**config.mk**
```make
export PLATFORM = sky130hd
export DESIGN_NAME = tlb_op_ctrl
export DESIGN_NICKNAME = d
export VERILOG_FILES = /design/src/rtl/tlb_op_ctrl.sv
export SDC_FILE = /design/constraint.sdc
export NUM_CORES = 1
export LEC_CHECK = 0
export CORE_MARGIN = 4
export CORE_UTILIZATION = 42
export DETAILED_ROUTE_END_ITERATION = 10
export PLACE_DENSITY = 0.81
export RECOVER_POWER = 50
export SLEW_MARGIN = 20
export SYNTH_ARGS = -nofsm -noshare
export SYNTH_HDL_FRONTEND = slang
export SYNTH_SLANG_ARGS = --single-unit
```
**constraint.sdc**
```tcl
create_clock -name clk -period 2 [get_ports clk]
set_input_delay 0.2 -clock clk [delete_from_list [all_inputs] [get_ports clk]]
set_output_delay 0.2 -clock clk [all_outputs]
set_load 0.03 [all_outputs]
```
**src/rtl/tlb_op_ctrl.sv**
```systemverilog
// TLB instruction sequencer: runs TLBP/TLBR/TLBWI/TLBWR from WB through the
// search, read and write ports of the TLB and the CP0 capture strobes.
module tlb_op_ctrl #(
   parameter int TLBNUM       = 16,
   parameter int TLBNUM_WIDTH = $clog2(TLBNUM)
) (
   input  logic                    clk,
   input  logic                    reset,
   input  logic                    op_valid,
   input  logic [1:0]              op_code,
   output logic                    op_ready,
   input  logic                    kill,
   output logic                    op_done,
   output logic                    refetch_req,
   input  logic [18:0]             entry_hi_vpn2,
   input  logic [7:0]              entry_hi_asid,
   input  logic [TLBNUM_WIDTH-1:0] index_in,
   input  logic [TLBNUM_WIDTH-1:0] random_in,
   output logic                    s_valid,
   output logic [18:0]             s_vpn2,
   output logic [7:0]              s_asid,
   input  logic                    s_found,
   input  logic [TLBNUM_WIDTH-1:0] s_index,
   output logic                    r_en,
   output logic [TLBNUM_WIDTH-1:0] r_index,
   output logic                    tlbp,
   output logic [TLBNUM_WIDTH:0]   tlbp_result,
   output logic                    tlbr,
   output logic                    tlb_we,
   output logic [TLBNUM_WIDTH-1:0] w_index
);

   localparam logic [1:0] OP_TLBP  = 2'b00;
   localparam logic [1:0] OP_TLBR  = 2'b01;
   localparam logic [1:0] OP_TLBWI = 2'b10;
   localparam logic [1:0] OP_TLBWR = 2'b11;

   typedef enum logic [2:0] {
      S_IDLE   = 3'd0,
      S_SEARCH = 3'd1,
      S_PRES   = 3'd2,
      S_READ   = 3'd3,
      S_RCAP   = 3'd4,
      S_WRITE  = 3'd5,
      S_DONE   = 3'd6
   } state_e;

   state_e                  state_q, state_d;
   logic [1:0]              op_q;
   logic [18:0]             vpn2_q;
   logic [7:0]              asid_q;
   logic [TLBNUM_WIDTH-1:0] index_q;
   logic [TLBNUM_WIDTH-1:0] random_q;
   logic                    accept;
   logic                    squash;

   assign accept = (state_q == S_IDLE) && op_valid && !kill;
   // A flush mid-operation and reset both abort silently: no strobe that cycle.
   assign squash = reset || (kill && (state_q != S_IDLE));

   // NOTE: every output and state_d gets a default first so no path infers a latch.
   always_comb begin
      state_d     = state_q;
      op_ready    = 1'b0;
      op_done     = 1'b0;
      refetch_req = 1'b0;
      s_valid     = 1'b0;
      s_vpn2      = '0;
      s_asid      = '0;
      r_en        = 1'b0;
      r_index     = '0;
      tlbp        = 1'b0;
      tlbp_result = '0;
      tlbr        = 1'b0;
      tlb_we      = 1'b0;
      w_index     = '0;

      if (squash) begin
         state_d = S_IDLE;
      end else begin
         unique case (state_q)
            S_IDLE: begin
               op_ready = 1'b1;
               if (accept) begin
                  unique case (op_code)
                     OP_TLBP:  state_d = S_SEARCH;
                     OP_TLBR:  state_d = S_READ;
                     default:  state_d = S_WRITE;
                  endcase
               end
            end
            S_SEARCH: begin
               s_valid = 1'b1;
               s_vpn2  = vpn2_q;
               s_asid  = asid_q;
               state_d = S_PRES;
            end
            S_PRES: begin
               tlbp        = 1'b1;
               // A miss reports P=1 with a clean zero index.
               tlbp_result = s_found ? {1'b0, s_index} : {1'b1, {TLBNUM_WIDTH{1'b0}}};
               state_d     = S_DONE;
            end
            S_READ: begin
               r_en    = 1'b1;
               r_index = index_q;
               state_d = S_RCAP;
            end
            S_RCAP: begin
               tlbr    = 1'b1;
               state_d = S_DONE;
            end
            S_WRITE: begin
               tlb_we  = 1'b1;
               w_index = (op_q == OP_TLBWR) ? random_q : index_q;
               state_d = S_DONE;
            end
            S_DONE: begin
               op_done     = 1'b1;
               refetch_req = (op_q != OP_TLBP);
               state_d     = S_IDLE;
            end
            default: state_d = S_IDLE;
         endcase
      end
   end

   // NOTE: sequential state uses non-blocking assignments only.
   always_ff @(posedge clk) begin
      if (reset) begin
         state_q  <= S_IDLE;
         op_q     <= OP_TLBP;
         vpn2_q   <= '0;
         asid_q   <= '0;
         index_q  <= '0;
         random_q <= '0;
      end else begin
         state_q <= state_d;
         if (accept) begin
            op_q     <= op_code;
            vpn2_q   <= entry_hi_vpn2;
            asid_q   <= entry_hi_asid;
            index_q  <= index_in;
            random_q <= random_in;
         end
      end
   end

endmodule

```
Yosys cells after proc, flatten, opt, wreduce, memory -nomap -nowiden:

Index checks and enable logic that the tools add are counted.

* equality and inequality tests: 9
* mux-type cells: 31
* reduce and logical (&&, ||, !) cells: 11

Operator list (number)
* 19-bit two-way mux: 2
* 4-bit two-way mux: 5
* 1-bit two-way mux: 16
* 8-bit two-way mux: 2
* 5-bit two-way mux: 3
* 3-bit case mux with 4 select lines: 1
* 3-bit == test (second input constant): 3
* 3-bit by 2-bit == test with 1-bit output (second input constant): 2
* 3-bit case mux with 2 select lines: 1
* 3-bit by 1-bit == test with 1-bit output (second input constant): 1
* 1-bit logical AND: 3
* 3-bit logical NOT: 1
* 3-bit two-way mux: 1
* 3-bit nonzero test: 1
* 3-bit OR reduction: 1
* 2-bit by 1-bit == test with 1-bit output (second input constant): 1
* 2-bit == test (second input constant): 1
* 2-bit logical NOT: 1
* 2-bit inequality test (second input constant): 1
* 2-bit nonzero test: 1
* 2-bit OR reduction: 1
* 1-bit logical NOT: 1
* 1-bit logical OR: 1

* register bits: 40
* input port bits: 46
* output and inout port bits: 48
* logic and storage cells: 57

Longest topological paths before layout:

Gate-level depths: netlist of the first run.

* word-level depth: 5
* depth in mapped cells: 6

Worst setup path after synthesis of the first run:

Ideal clock, no wire load.

* path type: register to output
* start: register state_q[1]
* end: output port r_index[0]
* arrival time: 2.050 ns
* data required time: 1.800 ns
* path slack: -0.250 ns
* cell stages (with the launch flop): 4
* buffers on the path: 0
* cell sequence: dfxtp_1 -> or3b_1 -> nor3_1 -> and2_1

* cells in the longest elaborated chain, start to end: 4
* elaborated cells on any way between the ends: 6
* classes of those cells: 1 x eq/ne; 2 x mux; 3 x reduce/logical

RTL lines
* start: declaration: RTL line 48 `state_e state_q, state_d;`
* start signal: assignment: RTL line 138 `state_q <= state_d;`
* 3-bit nonzero test: RTL line 59 `assign squash = reset || (kill && (state_q != S_IDLE));`
* 1-bit logical AND: RTL line 59
* 1-bit logical OR: RTL line 59
* 4-bit two-way mux (*): RTL line 78 `if (squash) begin`
* end: declaration: RTL line 25 `output logic [TLBNUM_WIDTH-1:0] r_index,`

Every way passes the cells marked *; elsewhere a longest branch is shown, timed or not.

Worst setup path in the final report of the first run:

* start: register state_q[1]
* end: output port r_index[2]

The elaborated chain is that of the path after synthesis.

==> results.toml, run 1 <==
[status]
status = "finished, final reports clean"

[clock_network]
clk_pin_slew_ns = 0.07
cts_buffers = 5
clock_sinks = 40
htree_levels = 2
cts_hold_buffers = 0
clockRootBuffer = "clkbuf_8"
insertion_delay_ns = 0.29
cts.path.max_buffers = 2
tritoncts = "done"

[setup_path]
cp-start-kind = "register"
cpPeakStageDelay_ns = 0.44
worstPathRequired_ns = 1.80
crit_slowest_cell = "or3b_4"
cp_data_arrival_time_ns = 1.69
setup.worst_path.end_class = "output port"
crit_fanout = 8
crit_top_cell = "buf_4"
crit_chain = "or3b_4 -> nor3_1 -> buf_4 -> and2_1 -> buf_4"
critPathKind = "reg -> out"

[floorplan]
die_h_um = 79.44
dieWidth_um = 79.44
start_util_pct = 44.49
die-area_sq_um = 6310
rows = 25
core_sq_um = 4817
ioPinCount = 94

[drt]
viasPerCell = 4.602
wl_per_cell_um = 12.55
postRouteAntennaNets = 0
firstDrtPassIters = 4
drc = 0
wl_mm = 4.983
met3WireLength_um = 418
vias = 1827
drt-met1-wl_mm = 2.208
dr_wl_met2_mm = 2.317
topRoutingLayerUsed = "met4"
drt_iter0_markers = 64

[sta]
relSlewSlack_pct = 67.84
fin_crit_ns = 1.889
fin_skew_ns = 0.007541
drv_slew = 0
final-hold-violation-count = 0
setup-tns-final_ns = 0
worstMarginPinSlew_ns = 0.4823
setup_viol = 0
whs_ns = 0.1833
max_freq_mhz = 529.3
rsz0062_at_grt = "no"
fin_crit_sh_pct = 94.46

[grt]
antenna_found_initial = 0
grt_usage_pct = 16.25
grt_pass1_wl_mm = 8.321
grt_max_degree = 76
grt_pass1_vias = 1802
grt-ovfl-total = 0

[logic_synthesis]
avgSynthCellArea_sq_um = 9.043
ys_warn_count = 0
synth_area_leader_cell = "dfxtp_1"
syn-num-nets = 283
yosysSeqAreaShare_pct = 37.36
ys_ff_latch = 40
synth_top_area_share_pct = 37.36
netlist_area_sq_um = 2143
synth.area.top_cells = "dfxtp_1 (37%), nand2b_1 (22%), mux2i_1 (17%), and2_1 (10%), clkbuf_1 (1.8%)"
synthCells = 237
synth.distinct_cells = 24

[pwr]
leakagePower_nw = 1.285
peakVddDrop_mv = 0.3951
powerDensity_nw_per_um2 = 566.7

[job]
cap_violations = 0

[min_path]
worstHoldPathType = "in -> reg"

[place]
hpwlAfterDp_mm = 3.538
port_buffers = 93
gp_congestion = 0.7345

[finish]
final_common_cell = "nand2b_1"
drive_gt1_share_pct = 20.00
final_nets = 375
area_growth_syn_to_layout_pct = 46.99
final_cell_mix = "nand2b_1 (74), clkdlybuf4s50_1 (44), buf_4 (43)"
n_antenna_cell = 0
layer usage:
metal  track usage (%)  vias to the layer above
met5                 0                        -
met4             4.811                        0
met3             4.966                        5
met2             26.04                       58
met1             20.94                      808
li1                  -                      956
where the power goes:
group / internal [mW] / switching [mW] / total [mW]
combinational: 0.171 / 0.109 / 0.280
sequential: 0.839 / 0.0284 / 0.868
clock: 0.370 / 0.268 / 0.638
total: 1.38 / 0.405 / 1.79
logic make-up (layout without fill, tap and decap cells):
kind of cell | Yosys count | count (layout) | share of synthesized area (%)
buffers and inverters | 19 | 112 | 4.320
multiplexers | 37 | 37 | 17.28
flip-flops | 40 | 40 | 37.36
AO/OA/AOI/OAI | 9 | 9 | 2.919
AND/OR/NAND/NOR | 132 | 132 | 38.12
layout make-up:
| class | count | area, sq um |
|---|---|---|
| clock buffers | 6 | 72.57 |
| multi-input cells | 178 | 1277 |
| well taps | 67 | 83.83 |
| clock inverters | 2 | 35.03 |
| flip-flops and latches | 40 | 804.5 |
| inverters | 4 | 15.01 |
| repair buffers | 100 | 862.1 |
| fillers | 436 | 1667 |
synth_stat cells, drive strengths merged:
cell type / n
mux2i: 37
or2: 1
nor2: 1
nor3: 5
nor3b: 2
inv: 4
a311oi: 2
buf: 5
clkbuf: 10
a2111oi: 2
nor2b: 1
o21a: 1
a21oi: 4
dfxtp: 40
nand3: 5
and3: 1
nand2: 5
and2: 35
nor4b: 1
nand2b: 74
or3b: 1
registers in the layout, summed over array words and instances (netlist names):
register  cells
vpn2_q       19
asid_q        8
index_q       4
random_q      4
state_q       3
op_q          2
critical path, delay by kind of cell, from the launching register on:
| family | cells | cell delay (ns) |
|---|---|---|
| buffers and inverters | 2 | 0.30 |
| flip-flops | 1 | 0.40 |
| AND/OR/NAND/NOR | 3 | 0.71 |
metrics by stage:
stage	util, %	instance area (sq um)	power (mW)	setup WS, ns	cells
after global routing	65.40	3151	1.870	0.01462	397
after global placement	63.19	3044	1.163	0.09510	389
after floorplan	-	2143	1.033	-0.2495	237
final	65.40	3151	1.786	0.1107	397
after CTS	65.53	3157	1.812	0.03897	397
after detailed placement	63.19	3044	1.167	0.04786	389
path summary, 6_finish.rpt:
| check | depth (start not counted) | start | to | slack, ns |
|---|---|---|---|---|
| max | 5 | state_q[1]$_SDFFE_PP0P_ | r_index[2] | 0.11 |
| max reg2reg | 4 | state_q[2]$_SDFFE_PP0P_ | vpn2_q[9]$_SDFFE_PP0P_ | 0.16 |
| min reg2reg | 2 | vpn2_q[14]$_SDFFE_PP0P_ | vpn2_q[14]$_SDFFE_PP0P_ | 0.47 |
| min | 2 | reset | state_q[1]$_SDFFE_PP0P_ | 0.18 |
what timing repair did:
action                     CTS  global route
setup endpoints to repair   10             9
buffers inserted             0             0
gates resized for setup      3             4
(Power assumes the default switching activity.)
==> run 2: changes to the inputs <==
TNS_END_PERCENT = 20   (was unset)
==> results of run 2 <==
Final layout, timing and power as in run 1 (identical DEF).
==> run 3: changes to the inputs <==
CELL_PAD_IN_SITES_DETAIL_PLACEMENT = 1   (was unset)
CELL_PAD_IN_SITES_GLOBAL_PLACEMENT = 1   (was unset)
CORE_UTILIZATION = 30   (was 42)
GPL_ROUTABILITY_DRIVEN = 0   (was unset)
PLACE_DENSITY = 0.8   (was 0.81)
SLEW_MARGIN = unset   (was 20)
==> run 3 against run 2 <==
  * Critical path depth did not move
  * Global-route usage fell by 1.8 points
  * Clock-buffer cell count rose by 1
  * Design area rose by 3.8%
  * Cell count rose by 8.6%
  * Via count rose by 6.5%
  * Sequential cell count did not move
  * Largest cell class unchanged
==> results.toml, run 3 (synthesis results as in run 1) <==
[grt]
antenna_found_initial = 0
grt_usage_pct = 14.43
grt_max_degree = 39
grt_pass1_vias = 2068
grt-ovfl-total = 0
grt_pass1_wl_mm = 9.963

[finish]
fill_cells = 826
seqCellArea_sq_um = 804.5
reg_top3 = "vpn2_q: 19 flops, asid_q: 8 flops"
area_growth_syn_to_layout_pct = 52.54
final_common_cell = "nand2b_1"
fin_util_pct = 47.60
drive_gt1_share_pct = 21.79
multi_input_area_sq_um = 1271
final_nets = 380
largest_reg_flops = 19
fin_cells = 431
largest-register = "vpn2_q"
postLayoutCellArea_sq_um = 3269
final_cell_mix = "nand2b_1 (74), buf_4 (52), clkdlybuf4s50_1 (43)"
n_antenna_cell = 0

[floorplan]
core_sq_um = 6869
die-area_sq_um = 8561
start_util_pct = 31.20
die_h_um = 92.53
rows = 30
dieWidth_um = 92.53
ioPinCount = 94

[setup_path]
crit_top_cell = "buf_4"
worstReg2RegStart = "state_q[2]$_SDFFE_PP0P_"
cp_top_family = "simple AND/OR/NAND/NOR gates"
crit_slowest_cell = "or3b_4"
critPathKind = "reg -> out"
path_buf_inv = 2
cp-start-kind = "register"
cp_data_arrival_time_ns = 1.69
rrSetupSlack_ns = 0.23
crit_chain = "or3b_4 -> nor3_1 -> buf_4 -> and2_1 -> buf_4"
worstRegToRegCells = 5
timing.rr.end = "asid_q[5]$_SDFFE_PP0P_"
crit_fanout = 8
cpPeakStageDelay_ns = 0.42
worstPathRequired_ns = 1.80
setup.worst_path.end_class = "output port"

[place]
hpwlAfterDp_mm = 4.557
dp_cells = 423
place_area_sq_um = 3131
post-place-ws_ns = -0.06694
port_buffers = 93

[min_path]
whs_endpoint = "index_q[0]$_SDFFE_PP0P_"
worstHoldPathType = "in -> reg"
hold_path_depth = 3
worstHoldStart = "reset"

[sta]
setup-tns-final_ns = 0
max_freq_mhz = 530.3
fin_crit_sh_pct = 94.28
setup_viol = 0
fin_skew_ns = 0.01022
rsz0062_at_grt = "no"
final-hold-violation-count = 0
drv_slew = 0
finalWorstSetupSlack_ns = 0.1144
fin_crit_ns = 1.886
relSlewSlack_pct = 66.43
worstMarginPinSlew_ns = 0.4908
whs_ns = 0.3061

[drt]
wl_mm = 6.032
wl_per_cell_um = 14.00
viasPerCell = 4.515
firstDrtPassIters = 4
drc = 0
vias = 1946
drt_iter0_markers = 36
postRouteAntennaNets = 0

[clock_network]
post_cts_buffers = 0
tritoncts = "done"
cts_buffers = 5
insertion_delay_ns = 0.29
clk_pin_slew_ns = 0.07
htree_levels = 2
clockRootBuffer = "clkbuf_8"
clock_sinks = 40
cts_hold_buffers = 0
cts.path.max_buffers = 2

[pwr]
peakVddDrop_mv = 0.3212
p_total_mw = 1.885
leakagePower_nw = 1.337
powerDensity_nw_per_um2 = 576.6

[status]
status = "finished, final reports clean"

[job]
cap_violations = 0
-- run 3: changes by cell type in the layout (fill, tap and decap cells not counted), moves of 2 or more --
cell and delta:
buf_4 +9, clkbuf_2 -4, clkbuf_1 -2, clkbuf_8 +2, nor3_2 +2
-- run 3: where the power goes --
group          internal [mW]  switching (mW)  total (mW)
logic                  0.176           0.116       0.292
clock network          0.441           0.285       0.726
registers              0.839          0.0282       0.867
total                   1.46           0.429        1.89
-- run 3: worst register-to-register path: cells and delay by family, from the launching register on --
family / cells / cell delay [ns]
buffers and inverters: 2 / 0.43
and+or+nand+nor: 2 / 0.74
DFF: 1 / 0.32
muxes: 1 / 0.23
-- run 3: area by class of cell --
cell class	count	area share (%)
clock inverter	1	0.9185
sequential	40	24.61
tap	96	3.674
inverter	4	0.4592
clock buffer	7	2.947
multi-input combinational	178	38.88
timing repair buffer	105	28.51
-- run 3: worst max path at each step --
stage / from / endpoint / cells after the start
2_1_floorplan: state_q[1]$_SDFFE_PP0P_ / r_index[0] / 3
3_3_place_gp: kill / s_vpn2[6] / 6
3_5_place_dp: kill / tlbp_result[2] / 5
4_1_cts: kill / r_index[1] / 6
5_1_grt: state_q[1]$_SDFFE_PP0P_ / s_vpn2[18] / 5
6_report: state_q[1]$_SDFFE_PP0P_ / r_index[1] / 5
-- run 3: repair_timing --
action | 4_1_cts | 5_1_grt
setup endpoints to repair | 21 | 37
pin swaps | 0 | 0
gates resized for setup | 6 | 2
hold endpoints to repair | 0 | 0
-- run 3: per-layer routing --
layer  track usage [%]  routed length, um
met1             15.85               2376
met2             26.04               3050
met3             3.981                472
met4             5.817                133
met5                 0                  0
